<file path="config.mk">
export PLATFORM = sky130hd
export DESIGN_NAME = instr_stream_tx
export DESIGN_NICKNAME = d
export VERILOG_FILES = /design/src/rtl/instr_stream_tx.sv
export SDC_FILE = /design/constraint.sdc
export NUM_CORES = 2
export LEC_CHECK = 0
export ABC_AREA = 1
export CORE_ASPECT_RATIO = 0.6
export CORE_MARGIN = 10
export CORE_UTILIZATION = 45
export DETAILED_ROUTE_END_ITERATION = 8
export PLACE_DENSITY = 0.69
export REMOVE_ABC_BUFFERS = 1
export SYNTH_ARGS = -nofsm -noshare
export SYNTH_HDL_FRONTEND = slang
export SYNTH_SLANG_ARGS = --single-unit
</file>
<file path="constraint.sdc">
create_clock -name clk -period 4.4 [get_ports clk]
set_clock_uncertainty 0.1 [all_clocks]
set_input_delay 0.44 -clock clk [delete_from_list [all_inputs] [get_ports clk]]
set_output_delay 0.44 -clock clk [all_outputs]
set_load 0.03 [all_outputs]
</file>
<file path="src/rtl/instr_stream_tx.sv">
// instr_stream_tx: byte-serial transmitter for the instruction-memory load stream.
// The host fills a 32-bit word buffer and pulses start_i. The block then emits
// SOF (0xFE), the buffered words MSB-first, and EOF (0xFF) back-to-back.
// Optional build macro: INSTR_TX_FF_GUARD_EN. When it is defined, data bytes equal
// to 0xFF are replaced by 0x00 and the sticky flag ff_err_o is raised.
module instr_stream_tx #(
  parameter int DEPTH = 64,
  parameter int AW    = 6
) (
  input  logic          clk,
  input  logic          reset,
  input  logic          wr_en_i,
  input  logic [AW-1:0] wr_addr_i,
  input  logic [31:0]   wr_data_i,
  input  logic          start_i,
  input  logic [AW:0]   len_i,
  output logic [7:0]    instr_o,
  output logic          busy_o,
  output logic          done_o,
  output logic          ff_err_o
);

  typedef enum logic [2:0] {
    ST_IDLE = 3'd0,
    ST_SOF  = 3'd1,
    ST_DATA = 3'd2,
    ST_EOF  = 3'd3,
    ST_DONE = 3'd4
  } state_t;

  localparam logic [7:0] SOF_BYTE  = 8'hFE;
  localparam logic [7:0] EOF_BYTE  = 8'hFF;
  localparam logic [7:0] IDLE_BYTE = 8'h00;

  state_t        state_r, state_s;
  logic [AW:0]   len_r, len_s;
  logic [AW-1:0] word_r, word_s;
  logic [1:0]    byte_r, byte_s;
  logic [7:0]    instr_r, instr_s;
  logic          busy_r, busy_s;
  logic          done_r, done_s;
  logic          accept_start_s;
  logic          accept_wr_s;
  logic [AW:0]   len_clamp_s;
  logic [31:0]   rd_word_s;
  logic [7:0]    data_byte_s;
  logic [31:0]   mem_r [DEPTH];

`ifdef INSTR_TX_FF_GUARD_EN
  logic          ff_hit_s;
  logic          ff_err_r;
`endif

  // Byte lane select: index 0 is the most significant byte of the word.
  function automatic logic [7:0] pick_byte(input logic [31:0] word, input logic [1:0] idx);
    logic [7:0] b;
    case (idx)
      2'd0:    b = word[31:24];
      2'd1:    b = word[23:16];
      2'd2:    b = word[15:8];
      2'd3:    b = word[7:0];
      default: b = word[7:0];
    endcase
    return b;
  endfunction

  // Start and buffer writes are only honoured while no stream is in flight.
  always_comb begin
    accept_start_s = 1'b0;
    accept_wr_s    = 1'b0;
    len_clamp_s    = len_i;
    if ((state_r == ST_IDLE) || (state_r == ST_DONE)) begin
      accept_start_s = start_i;
      accept_wr_s    = wr_en_i;
    end else begin
      accept_start_s = 1'b0;
      accept_wr_s    = 1'b0;
    end
    if (len_i > (AW+1)'(DEPTH)) begin
      len_clamp_s = (AW+1)'(DEPTH);
    end else begin
      len_clamp_s = len_i;
    end
  end

  // Next-state and byte/word counter update; counters point at the byte on instr_o.
  always_comb begin
    state_s = state_r;
    len_s   = len_r;
    word_s  = word_r;
    byte_s  = byte_r;
    case (state_r)
      ST_IDLE, ST_DONE: begin
        if (accept_start_s) begin
          state_s = ST_SOF;
          len_s   = len_clamp_s;
          word_s  = {AW{1'b0}};
          byte_s  = 2'd0;
        end else begin
          state_s = ST_IDLE;
        end
      end
      ST_SOF: begin
        if (len_r == {(AW+1){1'b0}}) begin
          state_s = ST_EOF;
        end else begin
          state_s = ST_DATA;
        end
      end
      ST_DATA: begin
        if ((byte_r == 2'd3) && (word_r == AW'(len_r - (AW+1)'(1'b1)))) begin
          state_s = ST_EOF;
        end else if (byte_r == 2'd3) begin
          byte_s = 2'd0;
          word_s = word_r + AW'(1'b1);
        end else begin
          byte_s = byte_r + 2'd1;
        end
      end
      ST_EOF: begin
        state_s = ST_DONE;
      end
      default: begin
        state_s = ST_IDLE;
      end
    endcase
  end

  // Combinational buffer read of the byte that will be registered next.
  always_comb begin
    rd_word_s   = mem_r[word_s];
    data_byte_s = pick_byte(rd_word_s, byte_s);
  end

  // Output values for the upcoming cycle, decoded from the next state.
  always_comb begin
    instr_s  = IDLE_BYTE;
    busy_s   = 1'b0;
    done_s   = 1'b0;
`ifdef INSTR_TX_FF_GUARD_EN
    ff_hit_s = 1'b0;
`endif
    case (state_s)
      ST_SOF: begin
        instr_s = SOF_BYTE;
        busy_s  = 1'b1;
      end
      ST_DATA: begin
        busy_s = 1'b1;
`ifdef INSTR_TX_FF_GUARD_EN
        // A data 0xFF would terminate the receiver's load early.
        if (data_byte_s == EOF_BYTE) begin
          instr_s  = IDLE_BYTE;
          ff_hit_s = 1'b1;
        end else begin
          instr_s  = data_byte_s;
        end
`else
        instr_s = data_byte_s;
`endif
      end
      ST_EOF: begin
        instr_s = EOF_BYTE;
        busy_s  = 1'b1;
      end
      ST_DONE: begin
        done_s = 1'b1;
      end
      default: begin
        instr_s = IDLE_BYTE;
      end
    endcase
  end

  // FSM, counters and registered stream outputs; reset aborts any transfer.
  always_ff @(posedge clk or posedge reset) begin
    if (reset) begin
      state_r <= ST_IDLE;
      len_r   <= {(AW+1){1'b0}};
      word_r  <= {AW{1'b0}};
      byte_r  <= 2'd0;
      instr_r <= IDLE_BYTE;
      busy_r  <= 1'b0;
      done_r  <= 1'b0;
    end else begin
      state_r <= state_s;
      len_r   <= len_s;
      word_r  <= word_s;
      byte_r  <= byte_s;
      instr_r <= instr_s;
      busy_r  <= busy_s;
      done_r  <= done_s;
    end
  end

  // Word buffer; contents deliberately survive reset.
  always_ff @(posedge clk) begin
    if (accept_wr_s) begin
      mem_r[wr_addr_i] <= wr_data_i;
    end
  end

`ifdef INSTR_TX_FF_GUARD_EN
  // Sticky replaced-0xFF flag, cleared when a new transfer is accepted.
  always_ff @(posedge clk or posedge reset) begin
    if (reset) begin
      ff_err_r <= 1'b0;
    end else if (accept_start_s) begin
      ff_err_r <= 1'b0;
    end else if (ff_hit_s) begin
      ff_err_r <= 1'b1;
    end else begin
      ff_err_r <= ff_err_r;
    end
  end

  assign ff_err_o = ff_err_r;
`else
  assign ff_err_o = 1'b0;
`endif

  assign instr_o = instr_r;
  assign busy_o  = busy_r;
  assign done_o  = done_r;

endmodule

</file>
# --- After elaboration in Yosys (flattened, before gate mapping) ---
# Memories as Yosys holds them, arrays and structs flattened.
# Index checks and enable logic that the tools add are counted.
word_totals:
  regBits: 28
  ramBits: 2048
  in_bits: 49
  output_inout_bits: 11
  memories: 1
memory_table:
  columns: ["name", "words", "width", "read_ports", "rd_clocked_by_memory_dff", "write_ports", "line_no", "source"]
  rows:
  - ["mem_r", 64, 32, 1, 0, 1, "47", "logic [31:0] mem_r [DEPTH];"]
op_classes:
  addsub: 3
  order_cmp: 1
  n_eq_ne: 13
  n_mux: 21
  n_reduce_logical: 8
op_table:
  columns: ["op", "n"]
  rows:
  - ["8-bit one-hot mux with 4 select lines", 1]
  - ["8-bit one-hot mux with 3 select lines", 1]
  - ["6-bit two-way mux", 3]
  - ["3-bit by 2-bit == test with 1-bit output (second input constant)", 4]
  - ["3-bit one-hot mux with 4 select lines", 1]
  - ["6-bit one-hot mux with 2 select lines", 1]
  - ["1-bit two-way mux", 8]
  - ["7-bit > comparator (second input constant)", 1]
  - ["7-bit zero test", 1]
  - ["7-bit two-way mux", 1]
  - ["6-bit by 1-bit adder with 6-bit output (second input constant)", 1]
  - ["2-bit == test (second input constant)", 3]
  - ["3-bit by 1-bit == test with 1-bit output (second input constant)", 2]
  - ["3-bit == test (second input constant)", 2]
  - ["6-bit == test", 1]
  - ["2-bit two-way mux", 3]
  - ["6-bit by 1-bit subtractor with 6-bit output (second input constant)", 1]
  - ["2-bit one-hot mux with 2 select lines", 1]
  - ["3-bit zero test", 1]
  - ["3-bit two-way mux", 1]
  - ["3-bit OR reduction", 1]
  - ["2-bit by 1-bit adder with 2-bit output (second input constant)", 1]
  - ["2-bit by 1-bit == test with 1-bit output (second input constant)", 1]
  - ["2-bit zero test", 1]
  - ["4 further kinds", 4]

# --- Logic depth before layout (Yosys ltp) ---
depth:
  word_depth: 8
  mapped_depth: 28

# --- Worst setup path after synthesis ---
# No wires, ideal clock.
synth_path:
  path_kind: "reg2reg"
  startpoint: "register state_r[0]"
  endpoint: "memory mem_r[0][0], enable pin"
  setup_time_ns: 0.421
  t_arrival_ns: 2.646
  required_time_ns: 3.879
  setup_slack_ns: 1.233
  path_stages_with_launch: 6
  path_buffers: 0
  period_less_slack_ns: 3.167
  path_cell_list: "dfrtp_1 -> nor2_1 -> inv_1 -> nor2_1 -> nand4_1 -> nor2_1"
synth_via:
  elab_chain_cells: 5
  elab_cells_between_ends: 6
synth_lines:
  columns: ["item", "line_no", "source"]
  rows:
  - ["start: declaration", "35", "state_t state_r, state_s;"]
  - ["start signal: assignment", "186", "state_r <= state_s;"]
  - ["3-bit == test or 3-bit zero test (tied branches)", "72", "if ((state_r == ST_IDLE) || (state_r == ST_DONE)) begin"]
  - ["1-bit logical OR (*)", "72", null]
  - ["1-bit two-way mux (*)", "72", null]
  - ["1-bit two-way mux (*)", "198", "if (accept_wr_s) begin"]
  - ["1-bit two-way mux (implied by the code) (*)", "199", "mem_r[wr_addr_i] <= wr_data_i;"]
  - ["end: declaration", "47", null]
# Mark *: on every way between the ends. The rest lies on a longest branch, timed or not.

# --- Worst setup path in the final report ---
layout_path:
  startpoint: "register len_r[0]"
  endpoint: "register instr_r[2] (netlist: instr_o[2])"
layout_via:
  elab_chain_cells: 8
  elab_cells_between_ends: 21
layout_lines:
  columns: ["item", "line_no", "source"]
  rows:
  - ["start: declaration", "36", "logic [AW:0] len_r, len_s;"]
  - ["start signal: assignment", "179", "len_r <= {(AW+1){1'b0}};"]
  - ["start signal: assignment", "187", "len_r <= len_s;"]
  - ["6-bit by 1-bit subtractor with 6-bit output", "111", "if ((byte_r == 2'd3) && (word_r == AW'(len_r - (AW+1)'(1'b1)))) begin"]
  - ["6-bit == test", "111", null]
  - ["1-bit logical AND", "111", null]
  - ["6-bit two-way mux or 2-bit two-way mux (tied branches)", "111", null]
  - ["6-bit one-hot mux with 2 select lines or 2-bit one-hot mux with 2 select lines (tied branches)", "92", "case (state_r)"]
  - ["memory 64 x 32 bit (tied with other cells)", null, null]
  - ["8-bit one-hot mux with 4 select lines", "57", "case (idx)"]
  - ["8-bit one-hot mux with 3 select lines (*)", "143", "case (state_s)"]
  - ["via instr_s[2]", "39", "logic [7:0] instr_r, instr_s;"]
  - ["end signal: assignment", "190", "instr_r <= instr_s;"]
  - ["end: declaration", "39", null]
# Mark *: on every way through the listed nets, which the timed path passes. The rest lies on a longest branch.
# A chain may end at the register's enable or synchronous reset.

==> results.txt <==
----------------------------------------------------
[Synth]
  Avg Inst Size Synth ... approximately 12 um2
  Asr flop ratio synth ... approximately 1.3%
  Most used DFF post-synth ... sky130_fd_sc_hd__edfxtp_1
  Yosys warnings ... 0
  Gate Count Post-Synth ... 6,932
  Yosys cell types ... 33
  Share of the synthesized area in the top cell type ... 73.0%
  Post-synthesis sequential area ratio ... between 70% and 80%
  Cell type contributing the most total cell area after synthesis ... sky130_fd_sc_hd__edfxtp_1
  Cell area after synthesis ... 0.0843 mm2
  Ranking of synthesized cells by area ... sky130_fd_sc_hd__edfxtp_1, sky130_fd_sc_hd__nand3_1, sky130_fd_sc_hd__nand2_1
  Count of flip-flops with a built-in enable after synthesis ... about 2,000
  #FFs+latches synth ... around 2,100

[Route]
  Post-route met1 wirelength ... between 100 and 150 mm
  Post-detailed-route wirelength per cell ... 27.4 um
  Post-DRT Antenna Nets ... 0
  Via Count ... between 50,000 and 60,000
  Uppermost signal routing layer after detailed routing ... met5
  Via-to-Cell Ratio ... approximately 6.1
  Remaining design rule violation count ... 0
  Violation count after the first detailed-routing iteration ... between 9,000 and 10,000
  Drt total wl ... around 260 mm
  Detail Route met3 WL ... just over 40 mm
  DR pass1 iterations ... 6
  Routed wire length on met2 ... between 100 and 150 mm

[Flow run]
  Max-Cap Viols ... 1

[Cells and area]
  Synth-to-layout area growth ... 12.9%
  Post-layout instance area ... roughly 0.095 mm2
  Layout cells sized above 1 ... 9.55%
  Core utilization of the finished layout ... about half
  Net total in the final layout ... 7,023
  Number of non-filler instances in the completed layout ... 9,598

[Timing]
  Count of final hold-check violations ... 0
  Final Setup Violations ... 0
  Slew at the pin closest to its max-slew limit ... around 1600 ps
  Final slew viol count ... 9
  WHS ... about 40 ps
  Tmin final ... ~4200 ps
  Final period util ... ~96%
  Max Fclk ... ~240 MHz
  Slew margin rel. ... -4.67%
  RSZ-0062 raised after global routing ... yes

[Worst setup path]
  Arrival time of data at the critical path endpoint ... 4860 ps
  R2R Path Start ... len_r[0]
  Endpoint of the most critical register-to-register path ... instr_o[2]
  Worst-case register-to-register setup slack ... between 150 and 200 ps
  Classification of the worst setup path ... reg -> reg
  Crit path required time ... just over 5000 ps
  R2R cell count ... 24
  CP startpoint kind ... flip-flop
  Worst Setup End Kind ... flip-flop
  Top fanout value on the critical path ... 70

[Status]
  Run status ... complete, but fails checks
  Violations in the final reports ... max-capacitance violations, max-slew violations

[Worst hold path]
  Worst hold path depth ... 1
  Hold path startpoint ... wr_data_i[13]
  Hold WC Path Type ... in -> reg
  Hold Crit Endpoint ... mem_r[40][13]

[Global routing]
  Maximum number of pins on one net before global-route repair ... 132
  Initial antenna violation count ... 16
  Total grt overflow ... 0
  All-layer global routing usage ... 24.6%
  Global-route wire length before repair ... 380 mm
  Vias in the first global route ... 55,200

[Placed design]
  Placed Instance Area ... approximately 0.09 mm2
  DP Wirelength ... between 100 and 150 mm
  Weighted congestion reported at the end of routability-driven placement ... approximately 0.91
  Inst Count DP ... approximately 9,300
  Port bufs ... 58

[Clocking]
  Clock latency of the later-clocked register in the worst-skew pair ... slightly above 800 ps
  Level count of the clock H-tree ... 4
  Clock transition at the register clock pins on the worst setup and hold paths after CTS ... ~70 ps
  Number of clock sinks ... just over 2,000
  Root Buffer Master ... sky130_fd_sc_hd__clkbuf_16
  Buffers from clock root to sink, at most ... 4
  TritonCTS clock tree ... done
  Cts bufs inserted ... roughly 180

[Die]
  Total I/O pin count ... 60
  Total Die Area ... between 0.2 and 0.25 mm2
  Std-Cell Core Area ... between 0.15 and 0.2 mm2
  Rows ... approximately 120
  Vertical extent of the die ... 355 um
  Initial Util ... between 40% and 50%
  Die Span X ... between 500 and 600 um

[Pwr]
  Reported leakage power ... 0.0324 uW
  Largest vdd supply drop ... ~0.38 mV
  Power density relative to cell area ... around 400 mW/mm2

----------------------------------------------------
==> where the power goes <==
part | switching (uW) | internal, uW
combinational | 420 | 51.0
sequential | 0 | 21700
clock | 7270 | 8800
==> placed cells by master (no fill, tap or decap), types with 17 or more instances in the layout <==
cell / instances
sky130_fd_sc_hd__clkdlybuf4s50_1: 26
sky130_fd_sc_hd__dfrtp_1: 28
sky130_fd_sc_hd__buf_4: 208
sky130_fd_sc_hd__nand3_1: 2560
sky130_fd_sc_hd__buf_2: 32
sky130_fd_sc_hd__clkinv_1: 39
sky130_fd_sc_hd__clkinv_2: 31
sky130_fd_sc_hd__nor2_1: 17
sky130_fd_sc_hd__bufinv_16: 17
sky130_fd_sc_hd__nand2_1: 1583
sky130_fd_sc_hd__buf_12: 74
sky130_fd_sc_hd__clkbuf_1: 39
sky130_fd_sc_hd__inv_1: 32
sky130_fd_sc_hd__nor2_4: 65
sky130_fd_sc_hd__edfxtp_1: 2048
sky130_fd_sc_hd__clkbuf_16: 188
==> cell families after synthesis <==
group | Yosys count | share of synthesized area (%)
simple gates | 4261 | 22.9
flops | 2076 | 73.8
buf+inv | 547 | 2.99
compound gates | 42 | 0.263
fa+ha+maj | 3 | 0.0445
xor+xnor | 2 | 0.0208
other cells | 1 | 0.00445
==> worst max path at each step <==
stage	from	endpoint	slack (ps)	cells past startpoint
2_1_floorplan	len_r[0]	instr_o[1]	-16780	21
4_1_cts	len_r[0]	instr_o[6]	40	23
3_5_place_dp	len_r[0]	instr_o[6]	70	23
3_3_place_gp	len_r[0]	instr_o[6]	30	27
5_1_grt	len_r[0]	instr_o[6]	-10	27
6_report	len_r[0]	instr_o[2]	190	24
==> metrics by stage <==
stage / power [uW] / TNS (ps) / setup WS, ps
2_1_floorplan: 22200 / -154490 / -16780
3_3_place_gp: 22600 / 0 / 34.0
3_5_place_dp: 22600 / 0 / 65.1
4_1_cts: 38300 / 0 / 40.1
5_1_grt: 39100 / -16.8 / -12.4
6_report: 38200 / 0 / 186
==> Yosys cell counts (9+ instances only) <==
master and number:
sky130_fd_sc_hd__a21oi_1 13, sky130_fd_sc_hd__buf_1 43, sky130_fd_sc_hd__buf_2 300, sky130_fd_sc_hd__buf_4 22
sky130_fd_sc_hd__clkbuf_1 139, sky130_fd_sc_hd__dfrtp_1 28, sky130_fd_sc_hd__edfxtp_1 2048, sky130_fd_sc_hd__inv_1 34
sky130_fd_sc_hd__nand2_1 1583, sky130_fd_sc_hd__nand3_1 2575, sky130_fd_sc_hd__nand4_1 9, sky130_fd_sc_hd__nor2_1 81
sky130_fd_sc_hd__o21ai_0 13, sky130_fd_sc_hd__o21ai_1 12
==> critical path, cell delays in order (launching register included) <==
cell and delay [ps]:
sky130_fd_sc_hd__dfrtp_1 400, sky130_fd_sc_hd__inv_2 60, sky130_fd_sc_hd__ha_1 230, sky130_fd_sc_hd__nand2_1 120
sky130_fd_sc_hd__inv_2 60, sky130_fd_sc_hd__nand2_1 50, sky130_fd_sc_hd__nand2_1 60, sky130_fd_sc_hd__nand2_1 120
sky130_fd_sc_hd__o21bai_1 90, sky130_fd_sc_hd__nand2_1 60, sky130_fd_sc_hd__nand2_1 140, sky130_fd_sc_hd__nand2_8 140
sky130_fd_sc_hd__nand2_8 170, sky130_fd_sc_hd__inv_8 280, sky130_fd_sc_hd__buf_12 330, sky130_fd_sc_hd__nand2_1 90
sky130_fd_sc_hd__nand3_1 100, sky130_fd_sc_hd__nand3_1 100, sky130_fd_sc_hd__nand3_1 130, sky130_fd_sc_hd__nand3_2 260
sky130_fd_sc_hd__nand3_1 240, sky130_fd_sc_hd__nand2_1 70, sky130_fd_sc_hd__a21oi_1 440, sky130_fd_sc_hd__o21ai_1 130
sky130_fd_sc_hd__nand2_1 80
==> per-layer routing <==
metal	global-route usage (%)	vias up
met5	0	-
met4	7.09	4
met3	8.46	549
met2	34.7	4360
li1	-	25300
met1	36.0	28700
==> timing repair <==
item,CTS,global route
setup buffers,0,0
hold buffers,7,0
hold endpoints to repair,134,0
resized for setup,0,27
endpoints found under the setup margin,0,5
==> flip-flops by register name, summed over array words and instances, names as in the netlist <==
| name | count |
|---|---|
| busy_o | 1 |
| byte_r | 2 |
| done_o | 1 |
| instr_o | 8 |
| len_r | 7 |
| mem_r | 2048 |
| state_r | 3 |
| word_r | 6 |
==> layout make-up <==
cell class / instances / area, um2
flip-flops and latches: 2076 / 62200
well taps: 2480 / 3100
fillers: 15500 / 90100
multi-input cells: 4309 / 20200
diodes: 6 / 15.0
clock inverters: 101 / 942
repair buffers: 358 / 3690
inverters: 42 / 178
clock buffers: 226 / 4830
(Power assumes the default switching activity.)
